## src/rtl/interpolate_pkg.sv

```systemverilog
// interpolate_pkg
//   Shared constants for the acoustics rate-conversion blocks.
//   DW_DEFAULT          sample width shared with the 128:1 decimator
//   LOG2_RATIO_DEFAULT  log2 of the rate-change ratio
//   state_t             interpolator control states
package interpolate_pkg;

  localparam int DW_DEFAULT         = 14;
  localparam int LOG2_RATIO_DEFAULT = 7;

  typedef enum logic [1:0] {
    ST_EMPTY = 2'd0,  // no sample seen since reset
    ST_HOLD  = 2'd1,  // output parked on the last target
    ST_RUN   = 2'd2   // ramping toward cur
  } state_t;

endpackage

```

## src/rtl/interpolate.sv

```systemverilog
// interpolate
//   Linear-interpolating upsampler. Each low-rate input sample becomes the
//   end point of a 2^LOG2_RATIO-cycle linear ramp from the previous sample.
//   A one-deep buffer absorbs a sample that arrives before the current ramp
//   finishes.
// Ports
//   I_clk   sole clock
//   I_rst   synchronous active-high reset
//   I_rdy   one-cycle strobe, I_din valid
//   I_din   unsigned input sample
//   O_vld   high once the first sample has reached O_dout, until reset
//   O_dout  interpolated sample, one per clock
//   O_ovf   pulse: the buffered sample was overwritten
//   O_unf   pulse: a ramp ended with no next sample available
module interpolate
  import interpolate_pkg::*;
#(
  parameter int DW         = DW_DEFAULT,
  parameter int LOG2_RATIO = LOG2_RATIO_DEFAULT
) (
  input  logic          I_clk,
  input  logic          I_rst,
  input  logic          I_rdy,
  input  logic [DW-1:0] I_din,
  output logic          O_vld,
  output logic [DW-1:0] O_dout,
  output logic          O_ovf,
  output logic          O_unf
);

  localparam int AW = DW + LOG2_RATIO;
  localparam logic [LOG2_RATIO-1:0] PHASE_LAST = '1;

  state_t                state_reg, state_next;
  logic [DW-1:0]         cur_reg, cur_next;
  logic [AW-1:0]         acc_reg, acc_next;
  logic [DW:0]           delta_reg, delta_next;
  logic [LOG2_RATIO-1:0] phase_reg, phase_next;
  logic [DW-1:0]         pend_reg, pend_next;
  logic                  pend_vld_reg, pend_vld_next;
  logic                  ovf_next, unf_next;
  logic                  load_en;
  logic [DW-1:0]         load_src;
  logic [AW-1:0]         delta_ext;

  logic [DW-1:0]         dout_reg;
  logic                  vld_reg, ovf_reg, unf_reg;

  // acc is unsigned but always lies between two DW-bit end points, so a
  // modular add of the sign-extended step is exact.
  assign delta_ext = {{(AW-DW-1){delta_reg[DW]}}, delta_reg};

  always_comb begin
    state_next    = state_reg;
    cur_next      = cur_reg;
    acc_next      = acc_reg;
    delta_next    = delta_reg;
    phase_next    = phase_reg;
    pend_next     = pend_reg;
    pend_vld_next = pend_vld_reg;
    ovf_next      = 1'b0;
    unf_next      = 1'b0;
    load_en       = 1'b0;
    load_src      = I_din;

    case (state_reg)
      ST_EMPTY: begin
        // First sample is taken as-is; no ramp up from zero.
        if (I_rdy) begin
          cur_next   = I_din;
          acc_next   = {I_din, {LOG2_RATIO{1'b0}}};
          delta_next = '0;
          state_next = ST_HOLD;
        end
      end

      ST_HOLD: begin
        if (pend_vld_reg) begin
          load_en       = 1'b1;
          load_src      = pend_reg;
          pend_vld_next = I_rdy;
          if (I_rdy) pend_next = I_din;
        end else if (I_rdy) begin
          load_en = 1'b1;
        end
      end

      ST_RUN: begin
        acc_next   = acc_reg + delta_ext;
        phase_next = phase_reg + LOG2_RATIO'(1);
        if (phase_reg == PHASE_LAST) begin
          // Last add of the segment lands exactly on cur; chain straight
          // into the next segment when a sample is available.
          if (pend_vld_reg) begin
            load_en       = 1'b1;
            load_src      = pend_reg;
            pend_vld_next = I_rdy;
            if (I_rdy) pend_next = I_din;
          end else if (I_rdy) begin
            load_en = 1'b1;
          end else begin
            unf_next   = 1'b1;
            state_next = ST_HOLD;
          end
        end else if (I_rdy) begin
          pend_next     = I_din;
          pend_vld_next = 1'b1;
          ovf_next      = pend_vld_reg;
        end
      end

      default: state_next = ST_EMPTY;
    endcase

    // Segment load: new target and step; acc continues from where it is.
    if (load_en) begin
      delta_next = {1'b0, load_src} - {1'b0, cur_reg};
      cur_next   = load_src;
      phase_next = '0;
      state_next = ST_RUN;
    end
  end

  always_ff @(posedge I_clk) begin
    if (I_rst) begin
      state_reg    <= ST_EMPTY;
      cur_reg      <= '0;
      acc_reg      <= '0;
      delta_reg    <= '0;
      phase_reg    <= '0;
      pend_reg     <= '0;
      pend_vld_reg <= 1'b0;
      dout_reg     <= '0;
      vld_reg      <= 1'b0;
      ovf_reg      <= 1'b0;
      unf_reg      <= 1'b0;
    end else begin
      state_reg    <= state_next;
      cur_reg      <= cur_next;
      acc_reg      <= acc_next;
      delta_reg    <= delta_next;
      phase_reg    <= phase_next;
      pend_reg     <= pend_next;
      pend_vld_reg <= pend_vld_next;
      dout_reg     <= acc_reg[AW-1:LOG2_RATIO];
      vld_reg      <= (state_reg != ST_EMPTY);
      ovf_reg      <= ovf_next;
      unf_reg      <= unf_next;
    end
  end

  assign O_dout = dout_reg;
  assign O_vld  = vld_reg;
  assign O_ovf  = ovf_reg;
  assign O_unf  = unf_reg;

endmodule

```

## config.mk

```make
export PLATFORM = sky130hd
export DESIGN_NAME = interpolate
export DESIGN_NICKNAME = d
export VERILOG_FILES = /design/src/rtl/interpolate_pkg.sv /design/src/rtl/interpolate.sv
export SDC_FILE = /design/constraint.sdc
export NUM_CORES = 1
export LEC_CHECK = 0
export BUFFER_PORTS_ARGS = -buffer_cell sky130_fd_sc_hd__buf_2
export CAP_MARGIN = 30
export CORE_MARGIN = 3
export CORE_UTILIZATION = 66
export DETAILED_ROUTE_END_ITERATION = 16
export GPL_ROUTABILITY_DRIVEN = 0
export MAX_ROUTING_LAYER = met4
export PLACE_DENSITY = 0.83
export SLEW_MARGIN = 20
export SYNTH_ARGS = -nofsm -noshare
export SYNTH_HDL_FRONTEND = slang
export SYNTH_SLANG_ARGS = --single-unit
export TNS_END_PERCENT = 10
```

## constraint.sdc

```tcl
create_clock -name I_clk -period 9.3 [get_ports I_clk]
set_input_delay 1.86 -clock I_clk [delete_from_list [all_inputs] [get_ports I_clk]]
set_output_delay 1.86 -clock I_clk [all_outputs]
set_load 0.01 [all_outputs]
```

; Word level (Yosys, flattened, before mapping)
; Index checks and enable logic that the tools add are counted.
[word_totals]
elab_cells = 76
regBits = 91
output_inout_bits = 17
[classes]
eq_ne = 13
muxes = 30
bitwise = 4
n_addsub = 3
reduce_logical = 14
[ops]
columns = cell, n
row1 = $mux W14, 8
row2 = $pmux W14 S2, 2
row3 = $mux W15, 3
row4 = $pmux W21 S2, 1
row5 = $add A21 B21 Y21, 1
row6 = $mux W21, 1
row7 = $ne A3 B3 Y1 const B, 5
row8 = $sub A14 B14 Y15, 1
row9 = $mux W2, 5
row10 = $ne A2 B2 Y1 const B, 5
row11 = $reduce_and A5 Y1, 2
row12 = $reduce_bool A2 Y1, 5
row13 = $reduce_or A4 Y1, 2
row14 = $add A7 B1 Y7 const B, 1
row15 = $eq A7 B7 Y1 const B, 1
row16 = $mux W1, 7
row17 = $pmux W2 S3, 1
row18 = $reduce_and A2 Y1, 3
row19 = $not A1 Y1, 4
row20 = $pmux W1 S2, 2
row21 = $eq A2 B1 Y1 const B, 1
row22 = $eq A2 B2 Y1 const B, 1
row23 = $logic_not A2 Y1, 1
row24 = $reduce_or A2 Y1, 1

; Longest topological paths before layout
[logic_depth]
ltp_word = 6
mapped_depth = 17

; Worst setup path before layout
; No wires, ideal clock.
[synth_path]
kind = input -> register
startpoint = input port I_din[0]
endpoint = register delta_reg[14]
arrival_time_ns = 3.914
stages = 11
setup_time_ns = 0.065
path_buffers = 0
setup_slack_ns = 5.321
path_cell_list = a22oi_1 ha_1 inv_1 fa_1 a211oi_1 o21ai_0 nand4_1 a31oi_1 a2111oi_0 a311oi_1 nor2_1
[synth_between]
elab_chain_len = 5
[synth_rtl]
columns = element, line
row1 = from (decl), interpolate.sv:24  ; input logic [DW-1:0] I_din,
row2 = $mux W14, "interpolate.sv:78, interpolate.sv:94"
row3 = $mux W14, interpolate.sv:91  ; if (phase_reg == PHASE_LAST) begin
row4 = $pmux W14 S2 (*), interpolate.sv:66  ; case (state_reg)
row5 = $sub A14 B14 Y15 (*), interpolate.sv:117  ; delta_next = {1'b0, load_src} - {1'b0, cur_reg};
row6 = $mux W15 (*), interpolate.sv:116  ; if (load_en) begin
row7 = to (signal assigned), interpolate.sv:141  ; delta_reg <= delta_next;
row8 = to (decl), interpolate.sv:37  ; logic [DW:0] delta_reg, delta_next;
; Mark *: on every way between the ends. The rest lies on a longest branch, timed or not.
; A chain may end at the register's enable or synchronous reset.

; Final worst setup path
; Ends and elaborated chain as after synthesis.

==> metrics.yaml <==
drt-total-wl_um: 12700
ys_seq_area_share_pct: 34.5
ys_top_cells_by_count: "dfxtp_1, nor2_1, nand2_1"
slew_headroom_pct: 44.4
p_per_area_nw_per_um2: 230
hold_path_class: "flip-flop to flip-flop"
die_h_um: 95.5
clock_sinks: 91
fillerInstances: 588
ios: 34
status: "completed"
overflow: 0
post-synth-top-count-cell: "dfxtp_1"
crit_arrival_ps: 4410
grt_max_degree: 79
cts.reportedPaths.clkPinSlew_ps: 100
io_buffers: 33
path_class: "input pin to flip-flop"
postSynth.asyncResetShare_pct: 0
fin_cells: 763
report.final.setup_viol: 0
postCtsSetupBuffers: 0
wl_per_cell_um: 16.7
fin_crit_sh_pct: 44.1
utilization_pct: 76.3
setup_tns_ps: 0
vdd_drop_max_uv: 131
antenna_left: 0
die-width_um: 95.5
crit_fanout: 4
drv_cap: 0
fin_skew_ps: 11.6
holdBufCountCts: 0
synth_enable_flop_cells: 0
start_util_pct: 70.2
synth_area_leaders: "dfxtp_1, ha_1, a21oi_1, nor2_1, nand2_1"
die-area_um2: 9110
hold_ws_ps: 462
hold_viol: 0
track_usage_pct: 30.7
area_growth_pct: 8.67
worstPathRequired_ps: 9610
dp.cells: 747
p_total_mw: 1.32
startpoint_type: "input pin"
dp.final_hpwl_um: 8800
placed_area_um2: 5510
cts_max_level: 3
yosys_most_used_dff: "dfxtp_1"
synth_nets: 695
rows: 31
dp_slack_ps: 4900
worst_slew_pin_slew_ps: 834
slew_viol_final: 0
clk_latency_ps: 370
max-clock-path-buffers: 2
diodes: 0
max_freq_mhz: 244
crit_path_end_kind: "flip-flop"
cts_root_buffer: "clkbuf_8"
ys_ff_latch: 91
drtPass1Iterations: 5
leakagePower_nw: 2.34
synth_cell_types: 57
period_needed_ps: 4100
grt_pass1_vias: 4568
drive_gt1_share_pct: 10.4
setup_slack_ps: 5200
syn_area_per_cell_um2: 8.28
largest_reg_flops: 21
cts-buffers-inserted: 9
synth_top_cell_area_share_pct: 34.5
post_cts_resize_count: 0
synth_top_cell_by_area: "dfxtp_1"
cts_tree: "done"
grt_setup_unrepaired: "no"
via_count: 4794
grt_pass1_wl_um: 21600
nets: 716
drt-initial-drc-count: 322
drt-vias-per-instance: 6.28
syn_area_um2: 5280
yosysWarnings: 0
netlist_instances: 638
grt_antenna_before_repair: 0
stdcell_area_um2: 5740
route.detailed.drc: 0
design.core.area_um2: 7520
## area by class of cell
class / instances / area (um2) / share of cell area [%]
sequential: 91 / 1820 / 31.7
inverter: 25 / 93.8 / 1.63
clock inverter: 6 / 93.8 / 1.63
multi-input combinational: 490 / 3230 / 56.3
clock buffer: 10 / 138 / 2.40
tap: 99 / 124 / 2.16
timing repair buffer: 42 / 236 / 4.12
## placed cells by master, fill, tap and decap left out, types with 3 or more instances in the layout
master    instances
dfxtp_1          91
nor2_1           64
nand2_1          63
a21oi_1          53
ha_1             38
nand3_1          35
buf_2            33
o21ai_0          28
inv_1            24
mux2i_1          18
a211oi_1         17
xor2_1           17
nor2b_1          14
xnor2_1          13
a22o_1           12
a311oi_1         12
a21o_1           10
clkbuf_8         10
o21a_1            8
buf_4             8
and3_1            6
o211ai_1          6
nand4_1           6
a31oi_1           6
nand2b_1          6
nor3_1            6
or3_1             4
o21bai_1          4
nor4b_1           4
nor4_1            4
a21oi_2           3
## per-layer routing
metal	GRT usage, %	part of all wire (%)	vias up
li1	-	-	2352
met1	41.3	46	2269
met2	47.2	46	150
met3	6.16	6.2	23
met4	8.06	1.4	0
met5	-	0	-
## kinds of logic (layout without fill, tap and decap cells)
logic type	after synthesis	count (layout)	synth area share (%)
buffers and inverters	57	83	4.31
muxes	20	20	3.84
xor gates and xnor gates	30	30	4.97
DFF	91	91	34.5
and+or+nand+nor	220	220	19.5
AOI/OAI and AO/OA	180	180	23.2
adders and majority gates	40	40	9.76
## critical path, cell delays in order
cell and delay [ps]:
buf_2 120, a22oi_1 200, ha_1 220, inv_1 60
fa_1 420, a211oi_1 380, o21ai_0 190, nand4_1 140
a31oi_1 120, a2111oi_0 510, a311oi_1 80, nor2_1 100
## where the power goes
part	switching [mW]	leakage [nW]	internal, mW
Combinational	0.332	1.48	0.219
Clock	0.151	0.113	0.161
Sequential	0.0243	0.740	0.432
Total	0.507	2.34	0.812
## worst paths after layout
kind / startpoint / end / slack, ps / depth (start not counted)
max: I_din[0] / delta_reg[14]$_SDFFE_PP0P_ / 5200 / 12
max reg2reg: state_reg[0]$_SDFFE_PP0P_ / delta_reg[14]$_SDFFE_PP0P_ / 5260 / 17
min reg2reg: acc_reg[6]$_SDFFE_PP0P_ / acc_reg[6]$_SDFFE_PP0P_ / 460 / 2
min: acc_reg[6]$_SDFFE_PP0P_ / acc_reg[6]$_SDFFE_PP0P_ / 460 / 2
Power figures use the tool's default switching activity.
